File: config.mk
export PLATFORM = sky130hd
export DESIGN_NAME = alarm_snooze_controller
export DESIGN_NICKNAME = d
export VERILOG_FILES = /design/src/rtl/alarm_pkg.sv /design/src/rtl/key_edge.sv /design/src/rtl/alarm_snooze_controller.sv
export SDC_FILE = /design/constraint.sdc
export NUM_CORES = 1
export LEC_CHECK = 0
export ABC_AREA = 1
export CORE_ASPECT_RATIO = 0.8
export CORE_UTILIZATION = 45
export CTS_CLUSTER_DIAMETER = 30
export DETAILED_ROUTE_END_ITERATION = 7
export GPL_TIMING_DRIVEN = 0
export PLACE_DENSITY = 0.75
export SLEW_MARGIN = 20
export SYNTH_ARGS = -nofsm -noshare
export SYNTH_HDL_FRONTEND = slang
export SYNTH_SLANG_ARGS = --single-unit
File: constraint.sdc
create_clock -name clk -period 5.7 [get_ports clk]
set_input_delay 0.855 -clock clk [delete_from_list [all_inputs] [get_ports clk]]
set_output_delay 0.855 -clock clk [all_outputs]
set_load 0.02 [all_outputs]
File: src/rtl/alarm_pkg.sv
// -----------------------------------------------------------------------------
// alarm_pkg
// Shared definitions for the alarm snooze controller.
//   alarm_state_t : controller FSM states (IDLE, RINGING, SNOOZE)
//   SECS_PER_MIN  : seconds per minute, used to size and load the snooze timer
// -----------------------------------------------------------------------------
package alarm_pkg;
   typedef enum logic [1:0] {
      IDLE    = 2'd0,
      RINGING = 2'd1,
      SNOOZE  = 2'd2
   } alarm_state_t;

   localparam int SECS_PER_MIN = 60;
endpackage

File: src/rtl/key_edge.sv
// -----------------------------------------------------------------------------
// key_edge
// Rising-edge detector for an already debounced key level.
//   clk   : system clock
//   reset : asynchronous active-high reset (history cleared to 0)
//   key   : debounced key level
//   rise  : high for the cycle in which key is high and was low last cycle
// -----------------------------------------------------------------------------
module key_edge (
   input  logic clk,
   input  logic reset,
   input  logic key,
   output logic rise
);
   logic key_q;

   always_ff @(posedge clk or posedge reset) begin
      if (reset) key_q <= 1'b0;
      else       key_q <= key;
   end

   assign rise = key & ~key_q;
endmodule

File: src/rtl/alarm_snooze_controller.sv
// -----------------------------------------------------------------------------
// alarm_snooze_controller
// Ring / snooze / stop sequencing for an alarm clock. Sits beside an external
// alarm detector: clears it with stop_alarm and re-triggers it with snooze_eq.
//   clk, reset     : clock, asynchronous active-high reset
//   one_sec_tick   : one-cycle pulse per second
//   alarm_light    : latched alarm from the detector
//   snooze_key     : debounced level, acts on rising edge
//   stop_key       : debounced level, acts on rising edge
//   stop_alarm     : one-cycle clear pulse to the detector
//   snooze_eq      : one-cycle re-trigger pulse to the detector
//   buzzer         : buzzer drive (high only while RINGING)
//   snooze_active  : high in SNOOZE
//   snoozes_left   : snoozes remaining for the current alarm event
// Build option: ALARM_BUZZER_PULSE_EN -- buzzer toggles each second while
// RINGING (starting high); otherwise it is steady high while RINGING.
// -----------------------------------------------------------------------------
module alarm_snooze_controller
   import alarm_pkg::*;
#(
   parameter int SNOOZE_MIN       = 5,
   parameter int MAX_SNOOZES      = 3,
   parameter int RING_TIMEOUT_SEC = 60
) (
   input  logic       clk,
   input  logic       reset,
   input  logic       one_sec_tick,
   input  logic       alarm_light,
   input  logic       snooze_key,
   input  logic       stop_key,
   output logic       stop_alarm,
   output logic       snooze_eq,
   output logic       buzzer,
   output logic       snooze_active,
   output logic [2:0] snoozes_left
);
   localparam int SNZ_LOAD = SNOOZE_MIN * SECS_PER_MIN;
   localparam int SNZ_W    = $clog2(SNZ_LOAD + 1);
   localparam logic [SNZ_W-1:0] SNZ_LOAD_V = SNZ_W'(SNZ_LOAD);
   localparam logic [2:0]       MAX_V      = 3'(MAX_SNOOZES);
   localparam logic [8:0]       RTO_V      = 9'(RING_TIMEOUT_SEC);

   alarm_state_t     state;
   logic [SNZ_W-1:0] snz_cnt;
   logic [7:0]       ring_cnt;
   logic             snz_rise, stop_rise;
   logic             stop_req, snz_req, ext_clr, expire, timeout;

   key_edge u_snz_edge  (.clk(clk), .reset(reset), .key(snooze_key), .rise(snz_rise));
   key_edge u_stop_edge (.clk(clk), .reset(reset), .key(stop_key),   .rise(stop_rise));

   // This tick brings the ring counter to the timeout value.
   assign timeout = one_sec_tick && (({1'b0, ring_cnt} + 9'd1) >= RTO_V);

   // Decide this cycle's transition. Priority: stop, snooze key, external
   // clear, timeout/expiry. Snooze with none left degrades to stop.
   always_comb begin
      stop_req = 1'b0;
      snz_req  = 1'b0;
      ext_clr  = 1'b0;
      expire   = 1'b0;
      unique case (state)
         RINGING: begin
            if (stop_rise)     stop_req = 1'b1;
            else if (snz_rise) snz_req  = 1'b1;
            // The detector re-latches one cycle after snooze_eq, so the
            // still-low alarm_light in that first RINGING cycle is expected.
            else if (!alarm_light && !snooze_eq) ext_clr = 1'b1;
            else if (timeout)  snz_req  = 1'b1;
         end
         SNOOZE: begin
            if (stop_rise) stop_req = 1'b1;
            else if (one_sec_tick && snz_cnt <= SNZ_W'(1)) expire = 1'b1;
         end
         default: ;
      endcase
      if (snz_req && snoozes_left == 3'd0) begin
         snz_req  = 1'b0;
         stop_req = 1'b1;
      end
   end

   always_ff @(posedge clk or posedge reset) begin
      if (reset) begin
         state         <= IDLE;
         snz_cnt       <= '0;
         ring_cnt      <= '0;
         stop_alarm    <= 1'b0;
         snooze_eq     <= 1'b0;
         buzzer        <= 1'b0;
         snooze_active <= 1'b0;
         snoozes_left  <= MAX_V;
      end else begin
         stop_alarm <= 1'b0;
         snooze_eq  <= 1'b0;
         if (stop_req || ext_clr) begin
            state         <= IDLE;
            stop_alarm    <= stop_req;
            snoozes_left  <= MAX_V;
            snz_cnt       <= '0;
            ring_cnt      <= '0;
            buzzer        <= 1'b0;
            snooze_active <= 1'b0;
         end else if (snz_req) begin
            state         <= SNOOZE;
            stop_alarm    <= 1'b1;
            snoozes_left  <= snoozes_left - 3'd1;
            snz_cnt       <= SNZ_LOAD_V;
            ring_cnt      <= '0;
            buzzer        <= 1'b0;
            snooze_active <= 1'b1;
         end else if (expire) begin
            state         <= RINGING;
            snooze_eq     <= 1'b1;
            snz_cnt       <= '0;
            ring_cnt      <= '0;
            buzzer        <= 1'b1;
            snooze_active <= 1'b0;
         end else begin
            unique case (state)
               IDLE: begin
                  // alarm_light is still high in the cycle our own clear
                  // pulse is out; don't re-ring on that stale value.
                  if (alarm_light && !stop_alarm) begin
                     state    <= RINGING;
                     ring_cnt <= '0;
                     buzzer   <= 1'b1;
                  end
               end
               RINGING: begin
                  if (one_sec_tick) begin
                     ring_cnt <= ring_cnt + 8'd1;
`ifdef ALARM_BUZZER_PULSE_EN
                     buzzer <= ~buzzer;
`else
                     buzzer <= 1'b1;
`endif
                  end
               end
               SNOOZE: begin
                  if (one_sec_tick && snz_cnt != '0) snz_cnt <= snz_cnt - SNZ_W'(1);
               end
               default: state <= IDLE;
            endcase
         end
      end
   end
endmodule

[Word level (Yosys, flattened, before mapping)]
Cells that the tools add are included.
Widths: inputs -> output; s select.
Storage, ports and cells
  output and inout port bits: 7
  input port bits: 6
  word-level logic and storage cells: 95
  bits in registers: 28
Operators by class
  bitwise gates (word level): 4
  reduce and logical (&&, ||, !) cells: 22
  muxes and demuxes: 48
  $add $sub $neg: 4
  magnitude comparators: 2
  equality and inequality tests: 5
Operator list (count)
  $mux 9: 5
  $mux 8: 5
  $mux 1: 29
  $pmux 8 s2: 1
  $ne 5x5->1 const B: 2
  $add 8x1->9 const B: 1
  $ge 9x6->1 const B: 1
  $le 9x1->1 const B: 1
  $reduce_bool 9->1: 1
  $sub 9x1->9 const B: 1
  $add 8x1->8 const B: 1
  $mux 2: 4
  $reduce_bool 4->1: 2
  $logic_and 1x1->1: 6
  $mux 3: 2
  $reduce_bool 5->1: 1
  $ne 4x1->1 const B: 1
  $pmux 2 s2: 1
  $reduce_and 2->1: 2
  $logic_not 1->1: 3
  $logic_not 3->1: 1
  $reduce_and 3->1: 1
  $reduce_bool 3->1: 1
  $sub 3x1->3 const B: 1
  other kinds (9): 11

[Logic depth before layout (Yosys ltp)]
  depth in word-level cells: 13
  mapped depth: 16
  depth with buffers taken out: 16

[Cells and area by module]
A second synthesis with hierarchy kept.
Unflattened totals
  cell total of the unflattened synthesis: 249
  area total of the unflattened synthesis: 1833.0 µm²
By module, submodules not included
  alarm_snooze_controller: times used 1, cells an instance 241, sequential area each 653.1 µm², area an instance 1755.4 µm²
  key_edge: times used 2, cells an instance 4, sequential area each 25.0 µm², area an instance 38.8 µm²

[Least setup slack after synthesis]
OpenSTA, ideal clock, no wires.
  path kind: input port to flip-flop
  start point: input port stop_key
  end point: register buzzer
  stages: 11
  library setup time: 0.117 ns
  data required time: 5.583 ns
  path buffers: 0
  slack: 3.499 ns
  data arrival time: 2.084 ns
  cells stage by stage: inv_1 nor2_1 nor2_1 nand3_1 nor3b_4 inv_2 nand2_4 nand3b_4 nand3_4 nand2_1 nand2_1
Between the ends
  longest elaborated chain between the ends: 8
  elaborated cells on any way between the ends: 20
  classes of those cells: eq/ne (2); mux (13); bitwise (1); reduce/logical (4)
Ends and longest elaborated chain
  start, declared: line alarm_snooze_controller.sv:30  | input logic stop_key,
  $and 1x1->1 (*): line key_edge.sv:22  | assign rise = key & ~key_q;
  $mux 1: line alarm_snooze_controller.sv:64  | if (stop_rise) stop_req = 1'b1;
  $mux 1: line alarm_snooze_controller.sv:62  | unique case (state)
  $logic_and 1x1->1: line alarm_snooze_controller.sv:77  | if (snz_req && snoozes_left == 3'd0) begin
  $mux 1: line alarm_snooze_controller.sv:77
  $logic_or 1x1->1: line alarm_snooze_controller.sv:96  | if (stop_req || ext_clr) begin
  $ne 5x5->1 (no line) or $reduce_bool 5->1 (tied branches)
  $reduce_and 3->1 (no line)
  end signal, assigned: line alarm_snooze_controller.sv:90  | buzzer <= 1'b0;
  end signal, assigned: line alarm_snooze_controller.sv:102  | buzzer <= 1'b0;
  end signal, assigned: line alarm_snooze_controller.sv:110  | buzzer <= 1'b0;
  end, declared: line alarm_snooze_controller.sv:33  | output logic buzzer,
Every way passes the cells marked *; elsewhere a longest branch is shown, timed or not.
A chain may end at the register's enable or synchronous reset.

[Final worst setup path]
  start point: input port stop_key
  end point: register ring_cnt[4]
Between the ends
  longest elaborated chain between the ends: 8
  elaborated cells on any way between the ends: 20
  classes of those cells: eq/ne (2); mux (13); bitwise (1); reduce/logical (4)
Ends and longest elaborated chain
  $and 1x1->1 (*): line key_edge.sv:22
  $mux 1: line alarm_snooze_controller.sv:64
  $mux 1: line alarm_snooze_controller.sv:62
  $logic_and 1x1->1: line alarm_snooze_controller.sv:77
  $mux 1: line alarm_snooze_controller.sv:77
  $logic_or 1x1->1: line alarm_snooze_controller.sv:96
  $ne 5x5->1 (no line) or $reduce_bool 5->1 (tied branches)
  $reduce_and 3->1 (no line)
  end signal, assigned: line alarm_snooze_controller.sv:132  | ring_cnt <= ring_cnt + 8'd1;
  end, declared: line alarm_snooze_controller.sv:45  | logic [7:0] ring_cnt;
Marks and branches as above.

==> summary.md <==
| Metric | Value |
|---|---|
| Boundary pin count | 13 |
| Worst IR Drop VDD | 0.273 mV |
| Commonest non-fill, non-tap cell in the layout | nand2_1 |
| Place WS | ~2800 ps |
| Worst path cell trace | clkdlybuf4s50_1, inv_1, nor2_1, nor2_1, nand3_1, nor3b_4, inv_2, nand2_4, nand3b_4, nand3_4, nand2_1, nand2_1 |
| Via count | approximately 1.5k |
| Tcrit/Tclk final | 46.5% |
| CP arrival | 2820 ps |
| Initial antenna violation count | 0 |
| Status | finished, final reports clean |
| Avg WL per Cell | 11.7 µm |
| Die H | 59.6 µm |
| Setup slack, reg-to-reg | 3440 ps |
| CTS Hold Bufs | 0 |
| Setup WS post-layout | 3050 ps |
| Nets | 276 |
| Rows | 20 |
| Hold Startpoint | snooze_active |
| Slew headroom | 62.1% |
| Ratio of cells with drive above 1 in the final layout | 11.2% |
| Global placement routability congestion | 0.849 |
| Worst R2R Path Depth | 14 |
| CTS Buf Count | 3 |
| Initial Utilization | 48.1% |
| Chip Width | 74.0 µm |
| Post-DP HPWL | 2790 µm |
| RR Startpoint | ring_cnt[0] |
| DRC | 0 |
| Gate Count Post-Synth | 244 |
| Hold depth | 2 |
| Seq/Total Area, Yosys | 37.7% |
| CTS max path bufs | 2 |
| Worst Setup Start Kind | input pin |
| Clock transition at path regs | 90 ps |
| Synth warn | 0 |
| Core Area | 3880 µm² |
| Syn avg cell area | 7.65 µm² |
| GR Util All Layers | 19.0% |
| # setup viols final | 0 |
| Fin util | 54.8% |
| Fin crit period | 2650 ps |
| Post-synth cell types | 29 |
| Slowest stage delay, CP | ~450 ps |
| IO Port Bufs | 12 |
| Max cap viols | 0 |
| Root buf cell | clkbuf_8 |
| Grt ovf | 0 |
| DRT Wirelength | 3690 µm |
| Worst min path class | register to register |
| Lkg Pwr | 1.05 nW |
| Final setup TNS | 0 ps |
| Worst slew pin tran | 567 ps |
| Req. time, crit path | 5870 ps |
| Power per Cell Area | 471 nW/µm² |
| Hold Path End | snooze_active |
| DRT Pass-1 Iters | 4 |
| Detailed Route Iter0 Violations | 113 |
| Leading cell types in the layout, fill and taps excluded | 55 x nand2_1, 34 x nor2_1, 32 x inv_1 |
| Max-slew violation count | 0 |
| # resized after CTS | 0 |
| Placed insts | 311 |
| RSZ-0062 raised after global routing | false |
| First-pass GRT wire length | 6350 µm |
| Sink Count | 28 |
| Hold Vio Cnt, Final | 0 |
| Vias in the first global route | 1333 |
| #FFs+latches synth | 28 |
| Crit path max-delay cell type | nor3b_4 |
| Worst Skew | 3.70 ps |
| Syn_nets | 259 |
| Setup Fix Bufs, Post-CTS | 0 |
| CP endpoint kind | register |
| Via/cell ratio | just under 5 |
| Largest net degree at the start of global routing | 29 |
| Worst Path Class, Setup | input pin to register |
| H-tree Lvls | 1 |
| Top achievable clock speed | approximately 380 MHz |
| Final non-filler cell total | 315 |
| Crit-path max FO | 10 |
| Worst-Skew Late Latency | roughly 270 ps |
| R2r endpoint | state[0] |
| Area Overhead vs Synth | 14.0% |
| Mapped cell area | 1870 µm² |
| Post-route ant nets | 0 |
| Die Area | between 4000 and 5000 µm² |
| CTS tree | yes |
| Ant. Diodes | 0 |
[critical path, delay by kind of cell]
kind	cells	cell delay (ps)
buffers and inverters	3	620
and+or+nand+nor	9	1330
[layout make-up]
type | count | area [µm²]
timing repair buffer | 12 | 120
clock inverter | 1 | 30.0
sequential | 28 | 703
multi-input combinational | 178 | 1020
buffer | 2 | 10.0
clock buffer | 3 | 41.3
fill | 358 | 1750
inverter | 36 | 135
tap | 55 | 68.8
[kinds of logic (layout without fill, tap and decap cells)]
logic type / count (synthesis) / in the layout / share of synthesized area, %
AND/OR/NAND/NOR: 137 / 137 / 37.7
buffers and inverters: 38 / 54 / 7.78
flip-flops: 28 / 28 / 37.7
XOR/XNOR: 7 / 7 / 3.29
adder cells (fa/ha/maj): 9 / 9 / 6.04
AO/OA/AOI/OAI: 25 / 25 / 7.51
[per-stage QoR]
| stage | hold WS [ps] | total power, mW | instance area [µm²] |
|---|---|---|---|
| after floorplan | 464 | 0.711 | 1870 |
| after global placement | 465 | 0.833 | 2050 |
| after detailed placement | 462 | 0.843 | 2050 |
| after CTS | 495 | 1.00 | 2130 |
| after global routing | 525 | 1.09 | 2130 |
| final | 488 | 1.00 | 2130 |
[registers in the layout, summed over array words and instances, names as in the netlist]
| register | cells |
|---|---|
| u_stop_edge.key_q | 1 |
| snz_cnt | 9 |
| snoozes_left | 3 |
| buzzer | 1 |
| stop_alarm | 1 |
| u_snz_edge.key_q | 1 |
| snooze_active | 1 |
| state | 2 |
| snooze_eq | 1 |
| ring_cnt | 8 |
[worst max path at each step]
stage | from | endpoint | slack, ps
floorplan | stop_key | buzzer | 3500
global placement | stop_key | ring_cnt[5] | 2780
detailed placement | stop_key | ring_cnt[6] | 2760
CTS | stop_key | ring_cnt[3] | 3060
global route | stop_key | ring_cnt[1] | 2860
finish | stop_key | ring_cnt[4] | 3050
[metal layers]
layer  global-route usage, %  vias up  share of wire, %
li1                        -      814                 -
met1                    31.2      683                57
met2                    25.1       36                38
met3                    4.08        2               4.7
met4                    3.30        0              0.68
met5                       0        -                 0
[cell usage after synthesis]
| master | instances | area (µm²) |
|---|---|---|
| o21bai_1 | 1 | 7.51 |
| nand3_2 | 2 | 20.0 |
| nand2_1 | 55 | 206 |
| xor2_1 | 4 | 35.0 |
| nand2_4 | 3 | 33.8 |
| nor3b_4 | 1 | 18.8 |
| inv_1 | 33 | 124 |
| nor2_2 | 2 | 12.5 |
| nand4_1 | 12 | 75.1 |
| nor2_8 | 1 | 20.0 |
| nor2_1 | 34 | 128 |
| nand3b_4 | 1 | 20.0 |
| xnor2_1 | 3 | 26.3 |
| nor3_2 | 2 | 20.0 |
| ha_1 | 9 | 113 |
| inv_2 | 3 | 11.3 |
| o21a_1 | 3 | 22.5 |
| nor3_1 | 6 | 30.0 |
| buf_2 | 2 | 10.0 |
| a22oi_1 | 1 | 7.51 |
| dfrtp_1 | 26 | 651 |
| nand2_2 | 3 | 18.8 |
| nand3_1 | 13 | 65.1 |
| o21ai_1 | 3 | 15.0 |
| o21ai_0 | 2 | 10.0 |
| a21boi_0 | 1 | 7.51 |
| a21oi_1 | 14 | 70.1 |
| nand3_4 | 2 | 35.0 |
| dfstp_2 | 2 | 52.6 |
[report_power, final]
part | switching (mW) | total [mW] | internal, mW
combinational | 0.337 | 0.533 | 0.196
clock | 0.0605 | 0.155 | 0.0940
sequential | 0.0533 | 0.313 | 0.260
total | 0.451 | 1.00 | 0.550
Power figures use the tool's default switching activity.
==> edit 1 (config.mk and constraints unchanged) <==
Set the package constant `SECS_PER_MIN` to 90 (it was 60).
--- a/src/rtl/alarm_pkg.sv
+++ b/src/rtl/alarm_pkg.sv
@@ -12,5 +12,5 @@
    } alarm_state_t;
 
-   localparam int SECS_PER_MIN = 60;
+   localparam int SECS_PER_MIN = 90;
 endpackage
 
Check against the original RTL: same outputs for any inputs over 10 cycles, from zero or initial values and one cycle with reset high; that may be too few to reach the edited logic, so the function may still have changed.
==> edit 1 against the unedited design <==
Sequential cell count did not move. Worst setup slack improved by 44 ps. Critical path depth fell by 2. Area after synthesis rose by 1.0%. Power rose by 1.4%. Wire length rose by 2.9%. Global-route usage rose by 1.1 points. Register-to-register slack got worse by 100 ps. Design area rose by 0.88%. Critical endpoint is now ring_cnt[3]$_DFFE_PP0P_. Largest power group unchanged. Highest routed layer unchanged.
==> edit 1: results (changes against the unedited design) <==
- The sequential area share after synthesis is 37.3% (-0.38 points).
- In this run the most critical hold path is launched from buzzer$_DFFE_PP0P_.
- The number of global-route vias before repair is 1409 (+5.7%).
- The smallest setup slack after layout is 3100 ps (+44.1 ps).
- The leakage power figure is 0.00104 µW (-1.8%).
- The start point of the critical path is one_sec_tick.
- The commonest cells after synthesis are 57 x nand2_1, 34 x nor2_1, 28 x inv_1, 26 x dfrtp_1.
- The final clock skew is 17.7 ps (+14.0 ps).
- The global-route total usage across every layer was 20.1% (+1.1 points).
- The critical path arrival is 2770 ps (-50 ps).
- The slack of the worst reg-to-reg path came to 3340 ps (-100 ps).
- The number of DRC markers in iteration 0 is 121 (+7.1%).
- The worst hold path depth came to 2 (unchanged).
- The worst hold-check slack is 487 ps (-0.472 ps).
- The endpoint of the worst register-to-register path is ring_cnt[3]$_DFFE_PP0P_.
- The area share of the leading cell type in the synthesized netlist came to 34.5% (-0.35 points).
- The number of nets in the layout is 273 (-1.1%).
- The worst slack at placement is 2850 ps (+81.3 ps).
- The number of unique standard cell types used by synthesis is 30 (+3.4%).
- The estimated wirelength of the detail-placed design came to 2840 µm (+2.0%).
- The number of placed instances, taps included was 308 (-0.96%).
- The headroom to the max-slew limit is 60.4% (-1.8 points).
- The final RePlAce weighted congestion is 0.823 (-3.1%).
- The number of nets produced by synthesis is 256 (-1.2%).
- The average cell area after synthesis is 7.82 µm² (+2.3%).
- The flow ran to the end, and the final reports show no timing, DRC or antenna violations.
- The ratio of cells with drive above 1 in the final layout came to 13.2% (+2.1 points).
- The post-CTS setup buffer count is 0 (unchanged).
- The category of the most critical setup path is input pin to flip-flop.
- The per-cell via count in the routed design was 4.96 (+1.7%).
- The wire length of the first global-routing pass is 6670 µm (+5.0%).
- The wire length after detailed routing was 3800 µm (+2.9%).
- The final routed wire length divided by cell count is 12.2 µm (+3.9%).
- Ranked by total cell area, the synthesized netlist is headed by dfrtp_1 35%, nand2_1 11%, nor2_1 6.8%.
- For hold timing, the worst endpoint is buzzer$_DFFE_PP0P_.
## edit 1: changes by cell type after synthesis, moves of 2 or more
| cell | before | now |
|---|---|---|
| a21oi_1 | 14 | 12 |
| inv_1 | 33 | 28 |
| nand2_1 | 55 | 57 |
| nand3_1 | 13 | 10 |
| nand3_4 | 2 | 4 |
| nor2_2 | 2 | 4 |
## edit 1: layer usage
| layer | wire (µm) | track usage [%] | vias up |
|---|---|---|---|
| met3 | 155 | 3.54 | 2 |
| met4 | 20 | 3.23 | 0 |
| met2 | 1500 | 28.3 | 29 |
| met5 | 0 | 0 | - |
| li1 | - | - | 811 |
| met1 | 2130 | 32.0 | 704 |
## edit 1: worst max-delay path, cell delays in order
cell	delay, ps
clkdlybuf4s50_1	540
nand2_1	90
nor3_1	170
a21boi_4	360
inv_2	110
nand2_4	110
nand3b_4	210
nand3_4	160
nand2_1	90
nand2_1	50
## edit 1: cell type report
class                      instances  area (µm²)
buffer                             2        10.0
clock buffer                       3        41.3
tap                               55        68.8
sequential                        28         703
inverter                          31         116
multi-input combinational        180        1050
timing repair buffer              12         120
fill                             374        1760
clock inverter                     1        30.0
## edit 1: logic make-up (layout without fill, tap and decap cells)
family	count (synthesis)	in the layout	synth area share (%)
compound gates	23	23	7.50
simple gates	141	141	39.2
xor+xnor	7	7	3.25
flops	28	28	37.3
buf+inv	33	49	6.71
fa+ha+maj	9	9	5.98
## edit 1: stage by stage
stage               util [%]  power (µW)
floorplan                  -         721
global placement        53.1         847
detailed placement      53.1         856
CTS                     54.9        1020
global route            54.9        1100
finish                  54.9        1010
## edit 1: where the power goes
part	switching, µW	internal [µW]	total (µW)
Sequential	56.3	263	319
Clock	62.5	94.1	157
Combinational	341	198	539
==> edit 2 (config.mk and constraints unchanged) <==
Made on the original files. Register the output `stop_alarm` once more, without a reset; this adds one clock of latency there. The other outputs are not delayed to match. Comments in the files are not updated.
--- a/src/rtl/alarm_snooze_controller.sv
+++ b/src/rtl/alarm_snooze_controller.sv
@@ -40,4 +40,6 @@
    localparam logic [2:0]       MAX_V      = 3'(MAX_SNOOZES);
    localparam logic [8:0]       RTO_V      = 9'(RING_TIMEOUT_SEC);
+
+   logic stop_alarm_s0;
 
    alarm_state_t     state;
@@ -86,5 +88,5 @@
          snz_cnt       <= '0;
          ring_cnt      <= '0;
-         stop_alarm    <= 1'b0;
+         stop_alarm_s0 <= 1'b0;
          snooze_eq     <= 1'b0;
          buzzer        <= 1'b0;
@@ -92,9 +94,9 @@
          snoozes_left  <= MAX_V;
       end else begin
-         stop_alarm <= 1'b0;
+         stop_alarm_s0 <= 1'b0;
          snooze_eq  <= 1'b0;
          if (stop_req || ext_clr) begin
             state         <= IDLE;
-            stop_alarm    <= stop_req;
+            stop_alarm_s0 <= stop_req;
             snoozes_left  <= MAX_V;
             snz_cnt       <= '0;
@@ -104,5 +106,5 @@
          end else if (snz_req) begin
             state         <= SNOOZE;
-            stop_alarm    <= 1'b1;
+            stop_alarm_s0 <= 1'b1;
             snoozes_left  <= snoozes_left - 3'd1;
             snz_cnt       <= SNZ_LOAD_V;
@@ -122,5 +124,5 @@
                   // alarm_light is still high in the cycle our own clear
                   // pulse is out; don't re-ring on that stale value.
-                  if (alarm_light && !stop_alarm) begin
+                  if (alarm_light && !stop_alarm_s0) begin
                      state    <= RINGING;
                      ring_cnt <= '0;
@@ -146,4 +148,8 @@
       end
    end
+   always_ff @(posedge clk) begin
+      stop_alarm <= stop_alarm_s0;
+   end
+
 endmodule
 
Formal check against the unedited RTL: not equivalent (a bounded check fails within 4 cycles, from zero or initial values and one cycle with reset high).
==> edit 2 against the unedited design <==
Design area up 4.1%. Worst setup slack better by 33 ps. Power up 7.3%. Final cell count up 2.9%. Global-route usage up 0.97 points. Wire length up 6.3%. Die area up 1.2%. Sequential cell count up 1. Area after synthesis up 1.3%. Largest power group unchanged. Highest routed layer unchanged.
==> edit 2: results (changes against the unedited design) <==
- The flow ran to the end, and the final reports show no timing, DRC or antenna violations.
- The number of levels the H-tree was split into was 2 (+1).
- The critical path arrival is 2810 ps (about the same).
- The register clock-pin slew on the reported worst setup and hold paths came to 70 ps (-20 ps).
- The leakage power figure is 0.00111 µW (+4.9%).
- The number of nets produced by synthesis is 264 (+1.9%).
- The transition time at the pin with the least slew margin was 576 ps (+9.08 ps).
- The delay contributed by the slowest stage of the critical path is 470 ps (+20 ps).
- The met1 track demand over resource in global routing is 29.0% (-2.2 points).
- The sequential area share after synthesis came to 38.3% (+0.59 points).
- The global-route total usage across every layer is 20.0% (+0.97 points).
- The estimated wirelength of the detail-placed design is 2850 µm (+2.4%).
- The clock share of power was 23.8% (+8.4 points).
- The number of unique standard cell types used by synthesis came to 34 (+17%).
- The met2 global-route usage is 28.6% (+3.5 points).
- The worst IR drop on VDD is 0.231 mV (-16%).
- The proportion of register bits with asynchronous set or reset after synthesis is 96.6% (-3.4 points).
- The number of nets in the layout is 283 (+2.5%).
- The routing usage on met3 is 4.72% (+0.64 points).
- The routed wire length on met3 is 296 µm (+69%).
- The final routed wire length divided by cell count is 12.1 µm (+3.4%).
- The sequential share of power was 29.4% (-1.9 points).
- The cell with the largest stage delay on the worst path is clkdlybuf4s50_1.
- The worst slack at placement is 2810 ps (+49.6 ps).
- The total clock buffers created by CTS is 5 (+2).
- The net switching fraction of the power is 42.4% (-2.7 points).
- By count the netlist is led by 58 x nand2_1, 36 x inv_1, 27 x nand3_1, 26 x dfrtp_1, 21 x nor2_1.
- The final clock skew is 7.57 ps (+3.87 ps).
- The number of DRC markers in iteration 0 is 95 (-16%).
- The per-cell via count in the routed design is 5.08 (+4.2%).
- The ratio of cells with drive above 1 in the final layout came to 10.8% (-0.37 points).
- The wire length after detailed routing is 3930 µm (+6.3%).
- The gate count of the mapped netlist is 249 (+2.0%).
-- edit 2: changes by cell type after synthesis, sizes merged, moves of 2 or more --
cell	delta
nor3	+5
nand4	-4
nor2	-11
o21ai	+5
xnor2	-2
a21oi	-6
or2	+2
nand3	+15
-- edit 2: logic make-up after synthesis --
kind of cell               synth area share [%]
and+or+nand+nor                            37.8
buffers and inverters                      8.54
DFF                                        38.3
AOI/OAI and AO/OA                          7.55
adders and majority gates                  5.96
xor gates and xnor gates                   1.85
-- edit 2: area by class of cell --
class,count,area (µm²)
fillers,366,1690
multi-input cells,178,1000
flip-flops and latches,29,723
inverters,38,143
repair buffers,12,120
clock buffers,5,68.8
well taps,55,68.8
clock inverters,3,65.1
plain buffers,4,18.8
-- edit 2: final timing paths --
path                                    startpoint                   endpoint  slack [ps]  cells past startpoint
min in group asynchronous                    reset  snooze_active$_DFFE_PP0P_         950                      2
hold reg to reg            stop_alarm_s0$_DFF_PP0_         stop_alarm$_DFF_P_         370                      0
hold / removal             stop_alarm_s0$_DFF_PP0_         stop_alarm$_DFF_P_         370                      0
setup reg to reg           ring_cnt[0]$_DFFE_PP0P_     snz_cnt[3]$_DFFE_PP0P_        3340                     16
max in group asynchronous                    reset    stop_alarm_s0$_DFF_PP0_        4360                      2
setup / recovery                          stop_key     snz_cnt[3]$_DFFE_PP0P_        3090                     12
-- edit 2: metrics by stage --
| stage | area [µm²] | util (%) | total power, µW |
|---|---|---|---|
| global route | 2210 | 56.7 | 1160 |
| CTS | 2210 | 56.7 | 1080 |
| floorplan | 1890 | - | 686 |
| finish | 2210 | 56.7 | 1070 |
| global placement | 2080 | 53.2 | 807 |
| detailed placement | 2080 | 53.2 | 813 |
